File: src/rtl/alu_pkg.sv
// alu_pkg: shared opcodes, FSM states and default width
// for the multi-cycle ALU slice.
package alu_pkg;

   localparam int ALU_WIDTH = 8;

   localparam logic [2:0] OP_FWD = 3'b000;
   localparam logic [2:0] OP_ADD = 3'b001;
   localparam logic [2:0] OP_AND = 3'b010;
   localparam logic [2:0] OP_OR  = 3'b011;
   localparam logic [2:0] OP_MUL = 3'b100;
   localparam logic [2:0] OP_SHL = 3'b101;
   localparam logic [2:0] OP_SHR = 3'b110;
   localparam logic [2:0] OP_ROR = 3'b111;

   typedef enum logic [1:0] {
      ST_IDLE  = 2'd0,
      ST_SHIFT = 2'd1,
      ST_MUL   = 2'd2
   } state_t;

endpackage

File: src/rtl/alu_logic_unit.sv
// alu_logic_unit: combinational FWD/ADD/AND/OR datapath
// used for the single-cycle ops of alu_seq.
module alu_logic_unit
   import alu_pkg::*;
#(
   parameter int WIDTH = ALU_WIDTH
) (
   input  logic [2:0]       sel,
   input  logic [WIDTH-1:0] a,
   input  logic [WIDTH-1:0] b,
   output logic [WIDTH-1:0] y
);

   // Opcode decode; anything outside the four logic ops yields zero,
   // which is also the MUL result when the multiplier is absent.
   always_comb begin
      y = '0;
      case (sel)
         OP_FWD:  y = b;
         OP_ADD:  y = a + b;
         OP_AND:  y = a & b;
         OP_OR:   y = a | b;
         default: y = '0;
      endcase
   end

endmodule

File: src/rtl/alu_seq.sv
// alu_seq: multi-cycle ALU with START/BUSY/DONE handshake.
// Define ALU_MULT_EN to build the iterative shift-add multiplier.
module alu_seq
   import alu_pkg::*;
#(
   parameter  int WIDTH = ALU_WIDTH,
   localparam int SHW   = $clog2(WIDTH)
) (
   input  logic             CLK,
   input  logic             RESET,
   input  logic             START,
   input  logic [2:0]       SELECT,
   input  logic [WIDTH-1:0] DATA1,
   input  logic [WIDTH-1:0] DATA2,
   output logic [WIDTH-1:0] RESULT,
   output logic             ZERO,
   output logic             BUSY,
   output logic             DONE
);

   localparam int CW = $clog2(WIDTH + 1);

   state_t           state;
   logic [2:0]       op_q;
   logic [CW-1:0]    cnt;
   logic [WIDTH-1:0] sh_q;
   logic [WIDTH-1:0] sh_nx;
   logic [WIDTH-1:0] lu_y;
   logic [WIDTH-1:0] cap_y;
   logic [SHW-1:0]   n;
   logic             is_shift;

   assign n        = DATA2[SHW-1:0];
   assign is_shift = SELECT inside {OP_SHL, OP_SHR, OP_ROR};
   // A zero-length shift completes at once with the source unchanged.
   assign cap_y    = is_shift ? DATA1 : lu_y;

   alu_logic_unit #(.WIDTH(WIDTH)) u_lu (
      .sel (SELECT),
      .a   (DATA1),
      .b   (DATA2),
      .y   (lu_y)
   );

   // One bit position of the captured shift/rotate per cycle.
   always_comb begin
      sh_nx = sh_q;
      case (op_q)
         OP_SHL:  sh_nx = {sh_q[WIDTH-2:0], 1'b0};
         OP_SHR:  sh_nx = {1'b0, sh_q[WIDTH-1:1]};
         default: sh_nx = {sh_q[0], sh_q[WIDTH-1:1]};
      endcase
   end

`ifdef ALU_MULT_EN
   logic [WIDTH-1:0] acc;
   logic [WIDTH-1:0] acc_nx;
   logic [WIDTH-1:0] mcand;
   logic [WIDTH-1:0] mplier;
   logic             is_mul;

   assign is_mul = (SELECT == OP_MUL);

   // Shift-add step: only the low WIDTH product bits are kept.
   assign acc_nx = acc + (mplier[0] ? mcand : '0);
`endif

   // Control FSM with registered RESULT/ZERO/BUSY/DONE.
   always_ff @(posedge CLK or posedge RESET) begin
      if (RESET) begin
         state  <= ST_IDLE;
         op_q   <= OP_FWD;
         cnt    <= '0;
         sh_q   <= '0;
         RESULT <= '0;
         ZERO   <= 1'b1;
         BUSY   <= 1'b0;
         DONE   <= 1'b0;
`ifdef ALU_MULT_EN
         acc    <= '0;
         mcand  <= '0;
         mplier <= '0;
`endif
      end else begin
         DONE <= 1'b0;
         case (state)
            ST_IDLE: begin
               if (START) begin
                  op_q <= SELECT;
                  if (is_shift && n != '0) begin
                     sh_q  <= DATA1;
                     cnt   <= CW'(n);
                     BUSY  <= 1'b1;
                     state <= ST_SHIFT;
                  end
`ifdef ALU_MULT_EN
                  else if (is_mul) begin
                     acc    <= '0;
                     mcand  <= DATA1;
                     mplier <= DATA2;
                     cnt    <= CW'(WIDTH);
                     BUSY   <= 1'b1;
                     state  <= ST_MUL;
                  end
`endif
                  else begin
                     RESULT <= cap_y;
                     ZERO   <= (cap_y == '0);
                     DONE   <= 1'b1;
                  end
               end
            end
            ST_SHIFT: begin
               if (cnt == CW'(1)) begin
                  RESULT <= sh_nx;
                  ZERO   <= (sh_nx == '0);
                  DONE   <= 1'b1;
                  BUSY   <= 1'b0;
                  state  <= ST_IDLE;
               end else begin
                  sh_q <= sh_nx;
                  cnt  <= cnt - CW'(1);
               end
            end
`ifdef ALU_MULT_EN
            ST_MUL: begin
               acc    <= acc_nx;
               mcand  <= mcand << 1;
               mplier <= mplier >> 1;
               if (cnt == CW'(1)) begin
                  RESULT <= acc_nx;
                  ZERO   <= (acc_nx == '0);
                  DONE   <= 1'b1;
                  BUSY   <= 1'b0;
                  state  <= ST_IDLE;
               end else begin
                  cnt <= cnt - CW'(1);
               end
            end
`endif
            default: begin
               BUSY  <= 1'b0;
               state <= ST_IDLE;
            end
         endcase
      end
   end

endmodule

File: config.mk
export PLATFORM = sky130hd
export DESIGN_NAME = alu_seq
export DESIGN_NICKNAME = d
export VERILOG_FILES = /design/src/rtl/alu_pkg.sv /design/src/rtl/alu_logic_unit.sv /design/src/rtl/alu_seq.sv
export SDC_FILE = /design/constraint.sdc
export NUM_CORES = 1
export LEC_CHECK = 0
export CAP_MARGIN = 10
export CORE_MARGIN = 3
export CORE_UTILIZATION = 45
export CTS_BUF_LIST = sky130_fd_sc_hd__clkbuf_4 sky130_fd_sc_hd__clkbuf_8 sky130_fd_sc_hd__clkbuf_16
export CTS_CLUSTER_SIZE = 20
export DETAILED_ROUTE_END_ITERATION = 10
export GPL_TIMING_DRIVEN = 0
export HOLD_SLACK_MARGIN = 0.1
export PLACE_DENSITY_LB_ADDON = 0.08
export SETUP_SLACK_MARGIN = 0.4
export SYNTH_ARGS = -nofsm -noshare
export SYNTH_HDL_FRONTEND = slang
export SYNTH_SLANG_ARGS = --single-unit
File: constraint.sdc
create_clock -name CLK -period 3.4 [get_ports CLK]
set_clock_uncertainty 0.2 [all_clocks]
set_input_delay 0.34 -clock CLK [delete_from_list [all_inputs] [get_ports CLK]]
set_output_delay 0.34 -clock CLK [all_outputs]
set_load 0.01 [all_outputs]
Word level (Yosys, flattened, before mapping)
Index checks and enable logic that the tools add are counted.
- register bits after elaboration: 28
- word-level logic and storage cells: 70
- $add $sub $neg: 2
- eq/ne operators: 15
- mux-type cells: 31
- bitwise operators: 2
- reduce and logical (&&, ||, !) cells: 12
- operator list (kind ; number):
    2-to-1 mux 8 bit ; 7
    case mux 8 bit (2 select lines) ; 3
    case mux 8 bit (4 select lines) ; 1
    zero test 8 bit ; 2
    == test 3 bit, second input constant ; 5
    2-to-1 mux 4 bit ; 3
    inequality test 2 bit, second input constant ; 5
    2-to-1 mux 1 bit ; 9
    adder 8 bit ; 1
    bitwise AND 8 bit ; 1
    OR 8 bit ; 1
    case mux 4 bit (2 select lines) ; 1
    AND reduction 4 bit ; 2
    == test 3 x 2 -> 1 bit, second input constant ; 2
    2-to-1 mux 2 bit ; 3
    case mux 1 bit (2 select lines) ; 3
    nonzero test 3 bit ; 2
    == test 4 x 1 -> 1 bit, second input constant ; 1
    case mux 2 bit (2 select lines) ; 1
    subtractor 4 x 1 -> 4 bit, second input constant ; 1
    == test 3 x 1 -> 1 bit, second input constant ; 1
    zero test 3 bit ; 1
    AND reduction 3 bit ; 1
    == test 2 x 1 -> 1 bit, second input constant ; 1
    other kinds (4) ; 4

Logic depth before layout (Yosys ltp)
Gate-level depths: netlist of the first run.
- depth in word-level cells: 7
- mapped depth: 10

Cells and area by module
Synthesis of the first run repeated with hierarchy kept, for this count alone.
- cell total of the unflattened synthesis: 254
- area, all modules: 2284.7 µm²
- modules (own cells, without submodules) (module ; times used ; cells each ; area an instance (µm²)):
    alu_seq ; 1 ; 152 ; 1565.3
    alu_logic_unit ; 1 ; 102 ; 719.4

Worst setup path after synthesis of the first run
Ideal clock, no wire load.
- path kind: input to register
- start point: input port DATA1[0]
- end point: register RESULT[6]
- library setup time: 0.120 ns
- data arrival time: 2.037 ns
- slack: 1.043 ns
- stages: 8
- buffers on the path: 0
- path through: ha_1 -> fa_1 -> a211oi_1 -> o21bai_1 -> a21oi_1 -> xor2_1 -> o211ai_1 -> a31o_2
- word-level cells in the longest chain between the ends: 6
- ends and longest elaborated chain (item ; line ; text):
    start, declared ; alu_seq.sv:13 ; input logic [WIDTH-1:0] DATA1,
    adder 8 bit ; alu_logic_unit.sv:20 ; OP_ADD: y = a + b;
    case mux 8 bit (4 select lines) ; alu_logic_unit.sv:18 ; case (sel)
    2-to-1 mux 8 bit ; alu_seq.sv:36 ; assign cap_y = is_shift ? DATA1 : lu_y;
    2-to-1 mux 8 bit ; alu_seq.sv:90 ; if (is_shift && n != '0) begin
    2-to-1 mux 8 bit ; alu_seq.sv:88 ; if (START) begin
    case mux 8 bit (2 select lines) ; alu_seq.sv:86 ; case (state)
    end signal, assigned ; alu_seq.sv:107 ; RESULT <= cap_y;
    end signal, assigned ; alu_seq.sv:115 ; RESULT <= sh_nx;
    end, declared ; alu_seq.sv:15 ; output logic [WIDTH-1:0] RESULT,
Every way passes these cells. The select of a mux whose other input is x is not followed.
A chain may end at the register's enable or synchronous reset.

Worst setup path in the final report of the first run
- start point: input port DATA2[0]
- end point: register RESULT[6]
- word-level cells in the longest chain between the ends: 6
- elaborated cells between the ends (all ways): 10
- classes of those cells: add/sub (1); eq/ne (1); mux (5); reduce/logical (3)
- ends and longest elaborated chain (item ; line ; text):
    start, declared ; alu_seq.sv:14 ; input logic [WIDTH-1:0] DATA2,
    adder 8 bit ; alu_logic_unit.sv:20 ;
    case mux 8 bit (4 select lines) ; alu_logic_unit.sv:18 ;
    2-to-1 mux 8 bit ; alu_seq.sv:36 ;
    2-to-1 mux 8 bit ; alu_seq.sv:90 ;
    2-to-1 mux 8 bit ; alu_seq.sv:88 ;
    case mux 8 bit (2 select lines) ; alu_seq.sv:86 ;
Parallel ways exist; a longest one is shown, timed or not. The select of a mux whose other input is x is not followed.

==> results of run 1 <==
-- state kept, by name, summed over array words and instances, names as in the netlist --
name,count
BUSY,1
op_q,3
sh_q,8
RESULT,8
cnt,4
ZERO,1
DONE,1
-- placed cells by master (no fill, tap or decap), drive strengths merged, types with 5 or more instances in the layout --
cell type,count
a211oi,6
a21oi,10
a221o,8
buf,10
clkbuf,8
clkdlybuf4s50,31
dfrtp,25
ha,18
inv,24
mux2,9
mux2i,13
nand2,21
nor2,24
o211ai,5
o21ai,16
-- worst max path at each step --
stage,startpoint,depth (start not counted),to,slack [ns]
after floorplan,DATA1[0],8,RESULT[6]$_DFFE_PP0P_,1.04
after global placement,DATA2[0],9,RESULT[6]$_DFFE_PP0P_,0.29
after detailed placement,DATA2[0],9,RESULT[6]$_DFFE_PP0P_,0.27
after CTS,DATA2[0],9,RESULT[6]$_DFFE_PP0P_,0.54
after global routing,DATA2[0],9,RESULT[6]$_DFFE_PP0P_,0.43
final,DATA2[0],9,RESULT[6]$_DFFE_PP0P_,0.54
-- where the power goes --
| part | total [uW] | internal (uW) | switching, uW |
|---|---|---|---|
| combinational | 885 | 448 | 437 |
| clock | 197 | 103 | 93.7 |
| sequential | 568 | 450 | 118 |
-- stage by stage --
| stage | utilization | hold WS, ns |
|---|---|---|
| 3_5_place_dp | 0.555 | 0.259 |
| 3_3_place_gp | 0.555 | 0.257 |
| 5_1_grt | 0.567 | 0.316 |
| 4_1_cts | 0.566 | 0.280 |
| 6_report | 0.567 | 0.279 |
| 2_1_floorplan | - | 0.179 |
-- final cells by class --
type	count	area share
Multi-Input combinational cell	190	0.523
Sequential cell	26	0.240
Timing Repair Buffer	31	0.114
Buffer	14	0.0378
Inverter	24	0.0332
Tap cell	67	0.0309
Clock buffer	4	0.0203
-- critical path, stage by stage --
cell	delay, ns
sky130_fd_sc_hd__clkdlybuf4s50_1	0.48
sky130_fd_sc_hd__ha_1	0.28
sky130_fd_sc_hd__fa_1	0.45
sky130_fd_sc_hd__a211oi_1	0.36
sky130_fd_sc_hd__o21bai_1	0.13
sky130_fd_sc_hd__a21oi_1	0.20
sky130_fd_sc_hd__xor2_1	0.16
sky130_fd_sc_hd__o211ai_1	0.16
sky130_fd_sc_hd__a31o_2	0.27
-- layer usage --
layer  wire length (microns)  vias to the layer above  global-route usage
li1                        -                      987                   -
met1                    2680                      938               0.278
met2                    2690                       41               0.341
met3                     226                        4              0.0153
met4                      63                        0              0.0380
met5                       0                        -                   0
-- cell families (layout without fill, tap and decap cells) --
family / count (synthesis) / count (layout) / share of synthesized area
buffers and inverters: 38 / 73 / 0.0852
adder cells (fa/ha/maj): 19 / 19 / 0.108
multiplexers: 22 / 22 / 0.102
flip-flops: 26 / 26 / 0.288
XOR/XNOR: 5 / 5 / 0.0194
AO/OA/AOI/OAI: 76 / 76 / 0.250
AND/OR/NAND/NOR: 68 / 68 / 0.147
-- timing repair --
item                                    CTS  global route
hold endpoints to repair                  0             0
endpoints found under the setup margin    0             1
gates resized for setup                   0             1
==> results.md, run 1 <==
Outcome:
- The flow ran to the end, and the final reports show no timing, DRC or antenna violations.

Synth:
- In the post-synthesis netlist, the biggest area contributors are sky130_fd_sc_hd__dfrtp_1 (28%), sky130_fd_sc_hd__ha_1 (10%), sky130_fd_sc_hd__mux2i_1 (5.8%).
- In this run the cell area of the synthesized design comes to 2260 sq um.
- The cell type contributing the most total cell area after synthesis is sky130_fd_sc_hd__dfrtp_1.
- The cell count after synthesis came out at 254.
- Counting flops with a built-in enable in the synthesized netlist gives 0.
- Dividing the synthesized area by the synthesized cell count gives 8.90 sq um.
- The total of warnings raised by yosys is 0.
- The total nets after synthesis is 295.
- The leading register cell type out of synthesis is sky130_fd_sc_hd__dfrtp_1.
- For this run, the register share of the synthesized area comes to 0.288.
- In the synthesized netlist, the cells that appear most often are sky130_fd_sc_hd__dfrtp_1 (25), sky130_fd_sc_hd__inv_1 (24), sky130_fd_sc_hd__nor2_1 (24), sky130_fd_sc_hd__nand2_1 (21), sky130_fd_sc_hd__ha_1 (18).
- Counting flops with an async set or reset pin after synthesis yields a share of 1.00.
- The number of distinct library cells after synthesis is 56.
- The leading cell type by number of instances after synthesis is sky130_fd_sc_hd__dfrtp_1.
- The share of Yosys cell area claimed by the top area cell type is 0.277.
- The count of state elements after synthesis is 26.

STA:
- The setup slack of the critical path after layout is 0.543 ns.
- Setup repair after global routing left no endpoint under its margin.
- The minimum clock period is 2.86 ns.
- Timing would allow up to 350 MHz.
- The transition time at the pin with the least slew margin is 0.987 ns.
- The final count of negative-setup-slack endpoints is 0.
- The relative slew slack is 0.341.
- The setup total negative slack is 0 ns.
- The number of hold-slack violations in the final timing report was 0.
- The ratio of final minimum period to clock period is 0.840.
- The max-slew violation count is 0.

Drt:
- After detailed routing, the number of remaining DRC violations is 0.
- Dividing the detail-routed via count by the number of cells gives 5.53.
- The routed layout has 1,970 vias.
- The first detailed-routing pass ran for 4 iterations.
- The routed wire length per instance is 15.9 microns.
- The count of nets left with antenna violations after detail routing is 0.
- In this run, the number of DRC markers left after iteration 0 of detailed routing was 112.
- The total wirelength of the detailed-routed design is 5660 microns.

Power and ir drop:
- The total power consumption of the routed design is 1650 uW.
- Summed over all cells, the static leakage comes to 0.00123 uW.
- Dividing total power by cell area gives a power density of 609 nW/um^2.
- IR analysis of the VDD net gives a maximum drop of 0.203 mV.

Hold path:
- The path class of the tightest hold or removal check is reg -> reg.
- For hold timing, the worst endpoint is RESULT[0]$_DFFE_PP0P_.
- The source of the worst hold timing path is RESULT[0]$_DFFE_PP0P_.
- The number of cells traversed by the worst hold path is 2.

Die:
- The die covers 5910 sq um.
- The core region is 4790 sq um.
- The starting density of the core is 0.472.
- The number of placement rows is 25.
- The vertical die dimension is 76.9 microns.
- The number of ports placed on the die boundary is 33.
- The die is 76.9 microns wide.

Cells and area:
- The cell area after layout is 2710 sq um.
- The share of cells above drive strength 1 is 0.111.
- The repair_antennas step left the layout with diodes totalling 0.
- The layout net count is 331.
- The area taken by flip-flops and latches is 652 sq um.
- The post-route non-filler standard cell count is 356.
- Compared with the post-synthesis result, the final layout area differs by 19.9%.
- Counting the fill cells in the layout gives 473.
- The multi-input combinational cells in the finished layout cover a total of 1420 sq um.

Placed design:
- The number of placed instances with taps included is 352.
- The count of buffers added on input and output ports is 31.
- In this run the cell area measured after placement is 2660 sq um.
- The placer congestion estimate is 0.887.
- After legalization and detailed placement, the total HPWL measured 4540 microns.
- The worst setup slack before clock tree synthesis is 0.269 ns.

Clock tree:
- The clock passes through at most 2 buffers.
- The clock-pin slew reported for the worst setup and hold paths after clock tree synthesis is 0.09 ns.
- For the worst-skew pair, the clock arrives at the later sink with an insertion delay of 0.26 ns.
- The TritonCTS clock tree is built.
- The count of clock tree sinks is 26.
- The number of buffers inserted by hold repair at cts is 0.
- The tree is rooted in a sky130_fd_sc_hd__clkbuf_8.
- The post-CTS repair timing setup buffer count is 0.
- The count of H-tree levels built during CTS is 1.
- The number of buffers inserted during clock tree synthesis is 3.

Global routing:
- Entering global routing, the biggest net connects 27 pins.
- The first global-routing pass estimated 9540 microns of wire.
- The via count of the first global-routing pass is 1,848.
- For this run the aggregate overflow at the end of global routing stands at 0.
- The combined global-route utilization of all metal layers is 0.200.
- The initial antenna violation count is 0.

Worst setup path:
- The nature of the critical path endpoint is a flip-flop.
- The worst register-to-register path begins at cnt[0]$_DFFE_PP0P_.
- The slack of the worst reg-to-reg path is 1.18 ns.
- The critical path launch point type is an input pin.
- The critical setup path kind is in -> reg.
- The end of the worst register-to-register path is sh_q[1]$_DFFE_PP0P_.
- The number of cells traversed by the worst register-to-register path is 8.
- At the worst endpoint, the required time is 3.36 ns.
- The maximum net fanout on the critical path is 5.
- The data arrival time of the critical path is 2.82 ns.

Flow run:
- The total of max-cap violations is 0.
Note: power is estimated with default switching activity, not from simulation.
==> run 2, diff against run 1 <==
clock period = 3 ns   (was 3.4 ns; I/O delays follow)
==> results.md, run 2 (synthesized netlist as in run 1, its figures left out) <==
Power and ir drop:
- The internal cell power is 1140 uW (+14%).
- The power density over the cells is 681 nW/um^2 (+12%).
- The clock share of power is 0.118 (about the same).
- The total power consumption of the routed design is 1890 uW (+15%).
- The net switching fraction of the power is 0.396 (+0.00288).
- The combinational share of power is 0.541 (+0.005).
- The power dissipated by switching net loads is 750 uW (+16%).
- The leakage power summed over all cells is 0.00126 uW (+3.0%).
- The maximum vdd drop is 0.232 mV (+14%).
- The sequential group share of total power is 0.340 (-0.004).

Cells and area:
- The post-route non-filler standard cell count is 356 (unchanged).
- The area taken by flip-flops and latches is 652 sq um (unchanged).
- The antenna cell count is 0 (unchanged).
- The layout net count was 331 (unchanged).
- The share of cells above drive strength 1 is 0.142 (+0.0311).
- The library cells used most frequently in the layout, excluding fill and tap cells, are sky130_fd_sc_hd__clkdlybuf4s50_1 (27), sky130_fd_sc_hd__dfrtp_1 (25), sky130_fd_sc_hd__inv_1 (24), sky130_fd_sc_hd__nor2_1 (24), sky130_fd_sc_hd__nand2_1 (21).
- The combined area of the multi-input logic cells is 1480 sq um (+4.6%).
- In the final layout, the registers with the most flip-flops are RESULT (8), sh_q (8), cnt (4).
- Leaving out fill and tap cells, the most frequent cell in the layout is sky130_fd_sc_hd__clkdlybuf4s50_1.
- Relative to the synthesized area, the layout overhead comes to 23.1%.
- The layout filler cell count came to 467 (-1.3%).

Drt:
- The DRC violation count after routing was 0 (unchanged).
- The total wirelength of the detailed-routed design is 5730 microns (+1.3%).
- The count of vias placed by the detailed router came to 1,980 (+0.51%).
- The routed wire length per instance is 16.1 microns (+1.3%).
- The number of detailed-routing iterations run before antenna repair is 4 (unchanged).
- The initial DRC count is 95 (-15%).
- The count of nets left with antenna violations after detail routing is 0 (unchanged).
- The via-per-instance ratio is 5.56 (+0.51%).

STA:
- The minimum clock period is 2.57 ns.
- Setup repair after global routing could not meet its margin everywhere.
- The max-slew violation count is 0 (unchanged).
- In the finished design, the share of the clock period the worst path needs comes to 0.858.
- The transition time at the pin with the least slew margin is 0.986 ns (-0.000497 ns).
- The final count of negative-setup-slack endpoints came to 0 (unchanged).
- The relative slew slack is 0.342 (about the same).
- The number of hold-slack violations in the final timing report is 0 (unchanged).
- Derived from the worst setup path, the maximum achievable clock frequency is 389 MHz.
- The worst hold slack after final layout was 0.279 ns (-0.000242 ns).

Placed design:
- The placer congestion estimate was 0.887 (unchanged).
- The number of buffers inserted by port buffering is 31 (unchanged).
- The number of placed instances with taps included is 352 (unchanged).
- The HPWL reported at the end of detailed placement came to 4540 microns (unchanged).

Global routing:
- The initial antenna violation count is 0 (unchanged).
- The overall overflow remaining after global route is 0 (unchanged).
- The combined global-route utilization of all metal layers was 0.201 (+0.000993).
- The global-route wire length before repair came to 9580 microns (+0.51%).
- The largest net degree at the start of global routing is 27 (unchanged).
- The via count of the first global-routing pass was 1,864 (+0.87%).

Die:
- The number of placement rows is 25 (unchanged).
- The core region area is 4790 sq um (unchanged).
- The area of the die is 5910 sq um (unchanged).
- The vertical die dimension came to 76.9 microns (unchanged).
- The horizontal die dimension is 76.9 microns (unchanged).
- The starting density of the core came to 0.472 (unchanged).
- The number of ports placed on the die boundary was 33 (unchanged).

Clock tree:
- The clock-pin slew reported for the worst setup and hold paths after clock tree synthesis is 0.09 ns (about the same).
- The clock latency at the later pin of the worst-skew pair is 0.26 ns (about the same).
- The maximum root-to-sink buffer count came to 2 (unchanged).
- The count of H-tree levels built during CTS is 1 (unchanged).
- The number of buffers inserted during clock tree synthesis came to 3 (unchanged).
- The root cell of the clock tree is sky130_fd_sc_hd__clkbuf_8.
- The TritonCTS clock tree is built.
- The number of buffers inserted by hold repair at cts is 0 (unchanged).
- The post-CTS repair timing setup buffer count came to 0 (unchanged).
- The count of clock tree sinks is 26 (unchanged).

Worst setup path:
- The critical path launch point type is an input pin.
- The maximum net fanout on the critical path is 5 (unchanged).
- The critical setup path kind is in -> reg.
- The data arrival time of the critical path was 2.49 ns (-0.33 ns).
- The nature of the critical path endpoint is a flip-flop.
- The data required time at the worst endpoint was 2.92 ns (-0.44 ns).

Outcome:
- The run finished with clean final reports.

Hold path:
- The tightest min-delay check is of the reg -> reg type.

Flow run:
- The total of max-cap violations is 0 (unchanged).
-- run 2: path summary, 6_finish.rpt --
| kind | startpoint | to | slack (ns) | depth (start not counted) |
|---|---|---|---|---|
| max in group asynchronous | RESET | sh_q[5]$_DFFE_PP0P_ | 1.63 | 2 |
| max | DATA1[2] | RESULT[5]$_DFFE_PP0P_ | 0.43 | 9 |
| max reg2reg | cnt[0]$_DFFE_PP0P_ | RESULT[5]$_DFFE_PP0P_ | 0.78 | 7 |
| min in group asynchronous | RESET | cnt[1]$_DFFE_PP0P_ | 0.37 | 2 |
| min | RESULT[0]$_DFFE_PP0P_ | RESULT[0]$_DFFE_PP0P_ | 0.28 | 2 |
| min reg2reg | RESULT[0]$_DFFE_PP0P_ | RESULT[0]$_DFFE_PP0P_ | 0.28 | 2 |
-- run 2: per-layer routing --
metal  global-route usage  part of all wire  up-vias
li1                     -                 -      990
met1                0.278              0.46      937
met2                0.344              0.48       49
met3               0.0153             0.050        4
met4               0.0380             0.011        0
met5                    0                 0        -
-- run 2: stage by stage --
| stage | setup TNS, ns | utilization | setup WS, ns | instance area [sq um] |
|---|---|---|---|---|
| 6_report | 0 | 0.581 | 0.427 | 2780 |
| 5_1_grt | 0 | 0.581 | 0.285 | 2780 |
| 4_1_cts | 0 | 0.572 | 0.398 | 2740 |
| 3_5_place_dp | -0.203 | 0.555 | -0.0912 | 2660 |
| 3_3_place_gp | -0.191 | 0.555 | -0.0741 | 2660 |
| 2_1_floorplan | 0 | - | 0.683 | 2260 |
-- run 2: critical path, cell delays in order --
cell and delay [ns]:
sky130_fd_sc_hd__clkdlybuf4s50_1 0.57, sky130_fd_sc_hd__inv_1 0.07, sky130_fd_sc_hd__ha_1 0.38, sky130_fd_sc_hd__o21ai_1 0.21
sky130_fd_sc_hd__nor2_1 0.08, sky130_fd_sc_hd__nor4_1 0.33, sky130_fd_sc_hd__a211oi_2 0.15, sky130_fd_sc_hd__a2111oi_4 0.32
sky130_fd_sc_hd__a311oi_1 0.07
-- run 2: power groups by stage --
stage               clock network [uW]  logic, uW  registers (uW)
floorplan                            0        662             645
detailed placement                   0       1000             651
global placement                     0        991             644
global route                       249       1130             669
finish                             224       1020             645
CTS                                226       1010             645
-- run 2: timing repair --
action,in CTS,in global routing
endpoints found under the setup margin,4,6
pin swaps,0,3
resized for setup,8,10
-- run 2: layout make-up --
| type | instances | share of cell area |
|---|---|---|
| flip-flops and latches | 26 | 0.234 |
| inverters | 24 | 0.0324 |
| plain buffers | 14 | 0.0369 |
| multi-input cells | 190 | 0.533 |
| repair buffers | 31 | 0.114 |
| well taps | 67 | 0.0301 |
| clock buffers | 4 | 0.0198 |
